**src/rtl/vp_recovery_if.sv**
```systemverilog
// Signal bundle between the value-prediction responder and its environment.
// The slave modport is the responder; the master modport is everything around it.
interface vp_recovery_if #(
  parameter int DATA_WIDTH = 32,
  parameter int REG_ADDR_W = 5
);
  logic                  pred_start;
  logic [DATA_WIDTH-1:0] pred_value;
  logic [REG_ADDR_W-1:0] pred_dst;
  logic                  abort;
  logic                  busy;
  logic                  dc_valid;
  logic [DATA_WIDTH-1:0] dc_data;
  logic [REG_ADDR_W-1:0] snap_rd_addr;
  logic [DATA_WIDTH-1:0] snap_rd_data;
  logic                  rf_we;
  logic [REG_ADDR_W-1:0] rf_waddr;
  logic [DATA_WIDTH-1:0] rf_wdata;
  logic                  recover_snapshot;
  logic                  recovery_done;
  logic                  pred_correct;
  logic [15:0]           stat_correct;
  logic [15:0]           stat_mispredict;

  modport master (
    output pred_start, pred_value, pred_dst, abort, dc_valid, dc_data, snap_rd_data,
    input  busy, snap_rd_addr, rf_we, rf_waddr, rf_wdata,
    input  recover_snapshot, recovery_done, pred_correct, stat_correct, stat_mispredict
  );

  modport slave (
    input  pred_start, pred_value, pred_dst, abort, dc_valid, dc_data, snap_rd_data,
    output busy, snap_rd_addr, rf_we, rf_waddr, rf_wdata,
    output recover_snapshot, recovery_done, pred_correct, stat_correct, stat_mispredict
  );
endinterface

```
**src/rtl/vp_recovery_unit.sv**
```systemverilog
// Load value-prediction responder: verifies a predicted load value and, on a mismatch,
// restores the register file from the snapshot store. Optional counters: VP_STATS_EN.
module vp_recovery_unit #(
  parameter int DATA_WIDTH = 32,
  parameter int NUM_REGS   = 32,
  parameter int REG_ADDR_W = 5   // 2**REG_ADDR_W must be >= NUM_REGS
) (
  input logic           clk,
  input logic           rst,
  vp_recovery_if.slave  bus
);

  // One extra bit so the counter can hold NUM_REGS itself (the final write-back cycle).
  localparam int CNT_W = REG_ADDR_W + 1;
  localparam logic [CNT_W-1:0]      LAST_K   = CNT_W'(NUM_REGS);
  localparam logic [CNT_W-1:0]      CNT_ONE  = CNT_W'(1);
  localparam logic [REG_ADDR_W-1:0] ADDR_ONE = REG_ADDR_W'(1);

  typedef enum logic [2:0] {
    S_IDLE,
    S_WAIT,
    S_RESTORE,
    S_FIXUP,
    S_DONE
  } state_e;

  state_e                state_q, state_d;
  logic [CNT_W-1:0]      cnt_q, cnt_d;
  logic [DATA_WIDTH-1:0] pred_value_q, pred_value_d;
  logic [REG_ADDR_W-1:0] dst_q, dst_d;
  logic [DATA_WIDTH-1:0] dc_data_q, dc_data_d;
  logic                  pred_correct_q, pred_correct_d;

  logic                  busy;
  logic                  recover;
  logic                  done;
  logic                  mispredict_evt;
  logic [REG_ADDR_W-1:0] snap_addr;
  logic                  rf_we;
  logic [REG_ADDR_W-1:0] rf_waddr;
  logic [DATA_WIDTH-1:0] rf_wdata;
  logic [REG_ADDR_W-1:0] restore_waddr;

  // Write index trails the read index by one because the snapshot has one-cycle latency.
  // At k = NUM_REGS the low bits wrap to 0, so subtracting one yields NUM_REGS-1 as needed.
  assign restore_waddr = cnt_q[REG_ADDR_W-1:0] - ADDR_ONE;

  // NOTE: every signal written here gets a default first, so no path can leave one
  // unassigned and infer a latch.
  always_comb begin
    state_d        = state_q;
    cnt_d          = cnt_q;
    pred_value_d   = pred_value_q;
    dst_d          = dst_q;
    dc_data_d      = dc_data_q;
    pred_correct_d = 1'b0;
    busy           = 1'b0;
    recover        = 1'b0;
    done           = 1'b0;
    mispredict_evt = 1'b0;
    snap_addr      = '0;
    rf_we          = 1'b0;
    rf_waddr       = '0;
    rf_wdata       = '0;

    unique case (state_q)
      S_IDLE: begin
        if (bus.pred_start) begin
          pred_value_d = bus.pred_value;
          dst_d        = bus.pred_dst;
          state_d      = S_WAIT;
        end
      end

      S_WAIT: begin
        busy = 1'b1;
        if (bus.abort) begin
          state_d = S_IDLE;
        end else if (bus.dc_valid) begin
          if (bus.dc_data == pred_value_q) begin
            pred_correct_d = 1'b1;
            state_d        = S_IDLE;
          end else begin
            dc_data_d      = bus.dc_data;
            cnt_d          = '0;
            mispredict_evt = 1'b1;
            state_d        = S_RESTORE;
          end
        end
      end

      S_RESTORE: begin
        busy    = 1'b1;
        recover = 1'b1;
        if (cnt_q < LAST_K) begin
          snap_addr = cnt_q[REG_ADDR_W-1:0];
        end
        if (cnt_q != '0) begin
          rf_waddr = restore_waddr;
          rf_wdata = bus.snap_rd_data;
          rf_we    = (restore_waddr != '0);
        end
        if (cnt_q == LAST_K) begin
          state_d = S_FIXUP;
        end else begin
          cnt_d = cnt_q + CNT_ONE;
        end
      end

      S_FIXUP: begin
        busy     = 1'b1;
        recover  = 1'b1;
        rf_we    = (dst_q != '0);
        rf_waddr = dst_q;
        rf_wdata = dc_data_q;
        state_d  = S_DONE;
      end

      S_DONE: begin
        busy    = 1'b1;
        recover = 1'b1;
        done    = 1'b1;
        state_d = S_IDLE;
      end

      default: state_d = S_IDLE;
    endcase
  end

  // NOTE: state registers use non-blocking assignments so every flop samples the
  // pre-edge value of its neighbours, independent of process ordering.
  always_ff @(posedge clk) begin
    if (rst) begin
      state_q        <= S_IDLE;
      cnt_q          <= '0;
      pred_value_q   <= '0;
      dst_q          <= '0;
      dc_data_q      <= '0;
      pred_correct_q <= 1'b0;
    end else begin
      state_q        <= state_d;
      cnt_q          <= cnt_d;
      pred_value_q   <= pred_value_d;
      dst_q          <= dst_d;
      dc_data_q      <= dc_data_d;
      pred_correct_q <= pred_correct_d;
    end
  end

`ifdef VP_STATS_EN
  logic [15:0] stat_correct_q, stat_correct_d;
  logic [15:0] stat_mispredict_q, stat_mispredict_d;

  // Counters saturate rather than wrap so a long run never reports a misleading small value.
  always_comb begin
    stat_correct_d    = stat_correct_q;
    stat_mispredict_d = stat_mispredict_q;
    if (pred_correct_d && (stat_correct_q != 16'hFFFF)) begin
      stat_correct_d = stat_correct_q + 16'd1;
    end
    if (mispredict_evt && (stat_mispredict_q != 16'hFFFF)) begin
      stat_mispredict_d = stat_mispredict_q + 16'd1;
    end
  end

  always_ff @(posedge clk) begin
    if (rst) begin
      stat_correct_q    <= '0;
      stat_mispredict_q <= '0;
    end else begin
      stat_correct_q    <= stat_correct_d;
      stat_mispredict_q <= stat_mispredict_d;
    end
  end

  assign bus.stat_correct    = stat_correct_q;
  assign bus.stat_mispredict = stat_mispredict_q;
`else
  assign bus.stat_correct    = 16'h0000;
  assign bus.stat_mispredict = 16'h0000;
`endif

  assign bus.busy             = busy;
  assign bus.recover_snapshot = recover;
  assign bus.recovery_done    = done;
  assign bus.pred_correct     = pred_correct_q;
  assign bus.snap_rd_addr     = snap_addr;
  assign bus.rf_we            = rf_we;
  assign bus.rf_waddr         = rf_waddr;
  assign bus.rf_wdata         = rf_wdata;

endmodule

```
**src/flat_wrapper.sv**
```systemverilog
// flat-port wrapper written by rule: the top's interface ports become plain ports
module vp_recovery_unit_flat 
#(
  parameter int DATA_WIDTH = 32,
  parameter int NUM_REGS   = 32,
  parameter int REG_ADDR_W = 5                                       
)
  (clk, rst, bus_pred_start, bus_pred_value, bus_pred_dst, bus_abort, bus_dc_valid, bus_dc_data, bus_snap_rd_data, bus_busy, bus_snap_rd_addr, bus_rf_we, bus_rf_waddr, bus_rf_wdata, bus_recover_snapshot, bus_recovery_done, bus_pred_correct, bus_stat_correct, bus_stat_mispredict);
  vp_recovery_if #(.DATA_WIDTH(DATA_WIDTH), .REG_ADDR_W(REG_ADDR_W)) bus_i ();
  input logic clk;
  input logic rst;
  input wire logic [$bits(bus_i.pred_start)-1:0] bus_pred_start;
  input wire logic [$bits(bus_i.pred_value)-1:0] bus_pred_value;
  input wire logic [$bits(bus_i.pred_dst)-1:0] bus_pred_dst;
  input wire logic [$bits(bus_i.abort)-1:0] bus_abort;
  input wire logic [$bits(bus_i.dc_valid)-1:0] bus_dc_valid;
  input wire logic [$bits(bus_i.dc_data)-1:0] bus_dc_data;
  input wire logic [$bits(bus_i.snap_rd_data)-1:0] bus_snap_rd_data;
  output wire logic [$bits(bus_i.busy)-1:0] bus_busy;
  output wire logic [$bits(bus_i.snap_rd_addr)-1:0] bus_snap_rd_addr;
  output wire logic [$bits(bus_i.rf_we)-1:0] bus_rf_we;
  output wire logic [$bits(bus_i.rf_waddr)-1:0] bus_rf_waddr;
  output wire logic [$bits(bus_i.rf_wdata)-1:0] bus_rf_wdata;
  output wire logic [$bits(bus_i.recover_snapshot)-1:0] bus_recover_snapshot;
  output wire logic [$bits(bus_i.recovery_done)-1:0] bus_recovery_done;
  output wire logic [$bits(bus_i.pred_correct)-1:0] bus_pred_correct;
  output wire logic [$bits(bus_i.stat_correct)-1:0] bus_stat_correct;
  output wire logic [$bits(bus_i.stat_mispredict)-1:0] bus_stat_mispredict;
  assign bus_i.pred_start = bus_pred_start;
  assign bus_i.pred_value = bus_pred_value;
  assign bus_i.pred_dst = bus_pred_dst;
  assign bus_i.abort = bus_abort;
  assign bus_i.dc_valid = bus_dc_valid;
  assign bus_i.dc_data = bus_dc_data;
  assign bus_i.snap_rd_data = bus_snap_rd_data;
  assign bus_busy = bus_i.busy;
  assign bus_snap_rd_addr = bus_i.snap_rd_addr;
  assign bus_rf_we = bus_i.rf_we;
  assign bus_rf_waddr = bus_i.rf_waddr;
  assign bus_rf_wdata = bus_i.rf_wdata;
  assign bus_recover_snapshot = bus_i.recover_snapshot;
  assign bus_recovery_done = bus_i.recovery_done;
  assign bus_pred_correct = bus_i.pred_correct;
  assign bus_stat_correct = bus_i.stat_correct;
  assign bus_stat_mispredict = bus_i.stat_mispredict;
  vp_recovery_unit #(.DATA_WIDTH(DATA_WIDTH), .NUM_REGS(NUM_REGS), .REG_ADDR_W(REG_ADDR_W)) u_core (.clk(clk), .rst(rst), .bus(bus_i));
endmodule
```
**config.mk**
```make
export PLATFORM = sky130hd
export DESIGN_NAME = vp_recovery_unit_flat
export DESIGN_NICKNAME = d
export VERILOG_FILES = /design/src/rtl/vp_recovery_if.sv /design/src/rtl/vp_recovery_unit.sv /design/src/flat_wrapper.sv
export SDC_FILE = /design/constraint.sdc
export NUM_CORES = 1
export LEC_CHECK = 0
export BUFFER_PORTS_ARGS = -buffer_cell sky130_fd_sc_hd__clkbuf_2
export CORE_ASPECT_RATIO = 1.1
export CORE_MARGIN = 2
export CORE_UTILIZATION = 30
export CTS_CLUSTER_SIZE = 20
export DETAILED_ROUTE_END_ITERATION = 7
export GPL_ROUTABILITY_DRIVEN = 0
export GPL_TIMING_DRIVEN = 0
export PLACE_DENSITY = 0.61
export SYNTH_ARGS = -nofsm -noshare
export SYNTH_HDL_FRONTEND = slang
export SYNTH_SLANG_ARGS = --single-unit
```
**constraint.sdc**
```tcl
create_clock -name clk -period 1.48 [get_ports clk]
set_input_delay 0.148 -clock clk [delete_from_list [all_inputs] [get_ports clk]]
set_output_delay 0.148 -clock clk [all_outputs]
set_load 0.005 [all_outputs]
```
==> impl_metrics.toml, run 1 <==
[routing]
routedWlPerCell_um = 15.83
viasPerCell = 4.582
wirelength_mm = 14.17
vias = 4101
ant_nets = 0
route.detailed.drc = 0
dr.first_iter.drc_count = 234
firstDrtPassIters = 4

[clock_tree]
clockBufferDepth = 2
htree_levels = 3
cts_sinks = 79
cts_hold_buf = 0
clkTransAtPathRegs_ns = 0.06
root_buffer = "clkbuf_16"
insertion_delay_ns = 0.34
cts_tree = "done"
cts_buffers = 9

[timing]
finalHoldViolCount = 0
tns_ns = -33.78
period_share = 1.403
report.final.setup_viol = 82
period_minus_slack_ns = 2.076
worstMarginPinSlew_ns = 0.6329
rsz0062_at_grt = "true"
setup_ws_ns = -0.5960
max_freq_mhz = 481.7
clock_skew_ns = 0.009008
max_slew_margin = 0.5780
final_max_slew_viol_count = 0

[floorplanning]
num_rows = 44
fp.dieW_um = 115.6
core-area_mm2 = 0.01327
start_util = 0.3095
die_area_mm2 = 0.01464
die_y_um = 126.7
pin_count = 185

[worst_setup_path]
cp-end-kind = "primary output"
critPathLaunchType = "flip-flop"
critPathSlowestCell = "dfxtp_4"
path_class = "reg2out"
endpoint = "bus_rf_wdata[1]"
crit_chain = "inv_4 > ha_4 > nor4b_4 > a21oi_4 > buf_12 > buf_8 > a22o_1 > clkbuf_2"
critPathRequiredTime_ns = 1.33
rrSetupSlack_ns = -0.43
cpPeakStageDelay_ns = 0.35
startpoint = "u_core.cnt_q[0]$_SDFFE_PP0P_"
cpLargestDelayFamily = "buffers and inverters"
worstPathArrival_ns = 1.93
r2r_cells = 8
crit_buf_inv = 4
crit_fanout = 5
r2r_start = "u_core.pred_value_q[15]$_SDFFE_PP0P_"
r2r_end = "u_core.cnt_q[3]$_SDFFE_PP0P_"
path_depth = 8

[outcome]
failed_checks = "negative setup slack"
status = "complete, but fails checks"

[global_routing]
antenna_found_initial = 0
grt_pass1_wl_mm = 21.18
grt_usage = 0.1912
grt_overflow_total = 0
grt_max_degree = 14
grt_pass1_vias = 3958

[final_layout]
drive_above_1_share = 0.4304
fillers = 1281
post-route-util = 0.4765
syn_to_final_growth_pct = 53.96
antennaDiodeCount = 0
final_net_count = 816
layoutNonFillerInstCount = 895
final_common_cell = "clkbuf_2"
final_cell_mix = "clkbuf_2 (145), nand2_1 (84), dfxtp_1 (62)"

[yosys]
ys_ff_latch = 79
synth_flop_cell = "dfxtp_1"
netlist_instances = 487
ys_warn_count = 0
yosys.cell_types.count = 40
ys_seq_area_frac = 0.3851
syn_area_per_cell_um2 = 8.432
syn_area_mm2 = 0.004106
synth_edf_count = 0
synthArstFlopShare = 0

[placement]
port-buffer-count = 151
place_hpwl_mm = 10.19
placedCellCount = 853

[power]
p_per_area_mw_per_mm2 = 882.7
leakagePower_nw = 2.802
ir_worst_vdd_v = 0.0005348
power_w = 0.005581

[worst_hold_path]
min_path_type = "in2reg"

[flow_run]
cap_violations = 0
==> worst min path at each step <==
stage                             startpoint                              endpoint  slack (ns)  depth (start not counted)
after floorplan           bus_pred_value[16]  u_core.pred_value_q[16]$_SDFFE_PP0P_        0.28                          2
after global placement    bus_pred_value[16]  u_core.pred_value_q[16]$_SDFFE_PP0P_        0.37                          3
after detailed placement  bus_pred_value[31]  u_core.pred_value_q[31]$_SDFFE_PP0P_        0.38                          3
after CTS                 bus_pred_value[31]  u_core.pred_value_q[31]$_SDFFE_PP0P_        0.02                          3
after global routing      bus_pred_value[19]  u_core.pred_value_q[19]$_SDFFE_PP0P_        0.03                          3
final                     bus_pred_value[31]  u_core.pred_value_q[31]$_SDFFE_PP0P_        0.03                          3
==> synthesized netlist by cell type (2+ instances only) <==
| master | instances | area share |
|---|---|---|
| inv_1 | 3 | 0.0027 |
| a22o_1 | 32 | 0.068 |
| a21oi_1 | 43 | 0.052 |
| dfxtp_1 | 79 | 0.39 |
| mux2i_1 | 32 | 0.078 |
| clkbuf_1 | 22 | 0.020 |
| nor3_1 | 5 | 0.0061 |
| nand3b_1 | 6 | 0.011 |
| nand3_1 | 6 | 0.0073 |
| o21ai_0 | 9 | 0.011 |
| buf_2 | 6 | 0.0073 |
| or3_1 | 2 | 0.0030 |
| buf_4 | 33 | 0.060 |
| xnor2_1 | 36 | 0.077 |
| and2_1 | 2 | 0.0030 |
| nand2_1 | 87 | 0.080 |
| nor2_1 | 41 | 0.037 |
| nand2b_1 | 2 | 0.0030 |
| buf_8 | 2 | 0.0073 |
| a31oi_1 | 2 | 0.0030 |
| nand4_1 | 8 | 0.012 |
| nor2b_1 | 5 | 0.0076 |
| and3_1 | 4 | 0.0061 |
| ha_1 | 4 | 0.012 |
==> per-stage QoR <==
step                      worst slack (ns)  instance area, um^2  hold slack, ns
final                              -0.5960                 6322         0.02986
after global routing               -0.6554                 6322         0.03193
after CTS                          -0.5902                 6126         0.01626
after detailed placement           -0.5517                 5250          0.3779
after global placement             -0.5086                 5250          0.3737
after floorplan                    -0.1353                 4264          0.2764
==> tightest hold or removal path, cell delays in order <==
cell      delay (ns)
clkbuf_2        0.08
nand2_1         0.04
a21oi_1         0.05
==> timing repair <==
item,CTS,global route
gates cloned,4,0
setup buffers,26,6
gates resized for setup,78,54
pin swaps,31,13
endpoints found under the setup margin,123,100
==> cell type report <==
type / count / area [um^2] / area share
inverter: 3 / 16.27 / 0.002573
timing repair buffer: 185 / 1179 / 0.1864
buffer: 56 / 471.7 / 0.07461
clock inverter: 5 / 81.33 / 0.01286
sequential: 79 / 1618 / 0.2559
multi-input combinational: 372 / 2484 / 0.3928
clock buffer: 11 / 242.7 / 0.03839
tap: 184 / 230.2 / 0.03641
==> flip-flops by register name (all words and copies together) (netlist names) <==
name and flops:
u_core.state_q 3, u_core.dc_data_q 32, u_core.dst_q 5, u_core.pred_value_q 32
u_core.cnt_q 6, u_core.bus.pred_correct 1
==> report_power, final <==
group	internal [W]	switching, W	leakage [nW]
sequential	0.00221	0.0000719	0.653
combinational	0.000453	0.000408	1.99
clock	0.00152	0.000911	0.156
total	0.00419	0.00139	2.80
==> logic make-up (layout without fill, tap and decap cells) <==
logic type / after synthesis / after routing / synth area share
AND/OR/NAND/NOR: 176 / 176 / 0.1990
AO/OA/AOI/OAI: 91 / 91 / 0.1453
flip-flops: 79 / 79 / 0.3851
buffers and inverters: 67 / 260 / 0.1005
XOR/XNOR: 37 / 37 / 0.07892
multiplexers: 32 / 32 / 0.07800
adder cells (fa/ha/maj): 4 / 4 / 0.01219
other: 1 / 32 / 0.0009132
==> metal layers <==
layer  global-route usage  vias up  share of wire
li1                     -     2035              -
met1               0.2474     1902           0.43
met2               0.3199      144           0.48
met3              0.03822       20          0.066
met4              0.05741        0          0.023
met5                    0        -              0
(Power assumes the default switching activity.)
==> inputs of run 2 (changes only) <==
--- a/config.mk
+++ b/config.mk
@@ -13,6 +13,7 @@
 export DETAILED_ROUTE_END_ITERATION = 7
 export GPL_ROUTABILITY_DRIVEN = 0
 export GPL_TIMING_DRIVEN = 0
+export MAX_ROUTING_LAYER = met4
 export PLACE_DENSITY = 0.61
 export SYNTH_ARGS = -nofsm -noshare
 export SYNTH_HDL_FRONTEND = slang
==> run 2 against run 1 <==
The flow still finishes with violations (negative setup slack). Die area is the same. Critical path depth is the same. Combinational power is essentially flat. Non-clock buffer count is the same. Setup slack lost 0.0029 ns. Critical endpoint unchanged.
==> impl_metrics.toml, run 2 (same netlist as run 1, synthesis figures left out) <==
[routing]
wirelength_mm = 14.17
route.detailed.drc = 0
firstDrtPassIters = 4
vias = 4125
wl_met3_um = 916
ant_nets = 0
routedWlPerCell_um = 15.83
routedLengthMet1_mm = 6.118
met2_length_mm = 6.796
viasPerCell = 4.609
highest_layer = "met4"
dr.first_iter.drc_count = 250

[outcome]
status = "complete, but fails checks"
failed_checks = "negative setup slack"

[worst_setup_path]
worstPathArrival_ns = 1.93
critPathRequiredTime_ns = 1.33
crit_fanout = 5
path_class = "reg2out"
critPathLaunchType = "flip-flop"
cp-end-kind = "primary output"

[power]
p_per_area_mw_per_mm2 = 883.4
p_seq_frac = 0.409
p_clk_frac = 0.437
swShare = 0.2498
internal_power_w = 0.004190
leakagePower_nw = 2.802
ir_worst_vdd_v = 0.0005354
combPwrFrac = 0.154
switchingPower_w = 0.001395

[clock_tree]
cts_buffers = 9
cts_hold_buf = 0
insertion_delay_ns = 0.34
cts_tree = "done"
root_buffer = "clkbuf_16"
clockBufferDepth = 2
htree_levels = 3
cts_sinks = 79
clkTransAtPathRegs_ns = 0.06

[final_layout]
final_net_count = 816
post-route-util = 0.4765
layoutNonFillerInstCount = 895
fillers = 1281
seqCellArea_mm2 = 0.001618
multi_input_area_mm2 = 0.002484
final_cell_mix = "clkbuf_2 (145), nand2_1 (84), dfxtp_1 (62)"
final_common_cell = "clkbuf_2"
syn_to_final_growth_pct = 53.96
antennaDiodeCount = 0
reg_top3 = "u_core.dc_data_q (32), u_core.pred_value_q (32), u_core.cnt_q (6)"
drive_above_1_share = 0.4304

[timing]
holdWs_ns = 0.02750
period_share = 1.405
setup_ws_ns = -0.5990
clock_skew_ns = 0.008932
final_max_slew_viol_count = 0
finalHoldViolCount = 0
worstMarginPinSlew_ns = 0.6402
rsz0062_at_grt = "true"
max_slew_margin = 0.5732
max_freq_mhz = 481.0
report.final.setup_viol = 82
period_minus_slack_ns = 2.079

[global_routing]
grt_max_degree = 14
grt_usage = 0.1968
grt_overflow_total = 0
grt_pass1_wl_mm = 21.16
grt_pass1_vias = 3963
antenna_found_initial = 0

[floorplanning]
pin_count = 185
fp.dieW_um = 115.6
num_rows = 44
core-area_mm2 = 0.01327
die_y_um = 126.7
start_util = 0.3095
die_area_mm2 = 0.01464

[placement]
port-buffer-count = 151
place_hpwl_mm = 10.19
pre_cts_ws_ns = -0.5517
placedCellCount = 853

[flow_run]
cap_violations = 0

[worst_hold_path]
min_path_type = "in2reg"
## run 2: cell counts in the layout (fill, tap and decap cells not counted)
No cell type changed its count.
## run 2: area by class of cell
type | count | share of cell area
Buffer | 56 | 0.07461
Clock buffer | 11 | 0.03839
Clock inverter | 5 | 0.01286
Inverter | 3 | 0.002573
Multi-Input combinational cell | 372 | 0.3928
Sequential cell | 79 | 0.2559
Tap cell | 184 | 0.03641
Timing Repair Buffer | 185 | 0.1864
## run 2: timing repair
action | CTS | global route
gates resized for setup | 78 | 54
endpoints found under the setup margin | 123 | 100
setup buffers | 26 | 6
pin swaps | 31 | 13
gates cloned | 4 | 0
## run 2: power by group through the flow
stage	logic, W	registers (W)	clock network (W)
global route	0.000940	0.00229	0.00255
CTS	0.000789	0.00228	0.00246
finish	0.000863	0.00228	0.00244
detailed placement	0.000693	0.00233	0
global placement	0.000683	0.00232	0
floorplan	0.000412	0.00231	0
## run 2: path summary, 6_finish.rpt
path / startpoint / endpoint / slack [ns] / cells after the start
min: bus_pred_value[31] / u_core.pred_value_q[31]$_SDFFE_PP0P_ / 0.03 / 3
max reg2reg: u_core.pred_value_q[29]$_SDFFE_PP0P_ / u_core.dc_data_q[29]$_SDFFE_PP0P_ / -0.43 / 8
max: u_core.cnt_q[0]$_SDFFE_PP0P_ / bus_rf_wdata[1] / -0.60 / 8
min reg2reg: u_core.pred_value_q[19]$_SDFFE_PP0P_ / u_core.pred_value_q[19]$_SDFFE_PP0P_ / 0.46 / 2
## run 2: per-layer routing
layer | GRT usage | vias up
li1 | - | 2038
met1 | 0.2495 | 1905
met2 | 0.3192 | 160
met3 | 0.03583 | 22
met4 | 0.05741 | 0
met5 | - | -
## run 2: through the flow
step	total power [W]	setup TNS, ns	cell area [um^2]
4_1_cts	0.005534	-32.81	6126
3_3_place_gp	0.003007	-46.07	5250
5_1_grt	0.005781	-40.35	6322
2_1_floorplan	0.002723	-3.381	4264
3_5_place_dp	0.003021	-49.94	5250
6_report	0.005585	-34.08	6322
## run 2: critical path, stage by stage (launching register included)
cell	delay [ns]
dfxtp_4	0.35
inv_4	0.06
ha_4	0.12
nor4b_4	0.27
a21oi_4	0.12
buf_12	0.16
buf_8	0.13
a22o_1	0.25
clkbuf_2	0.12
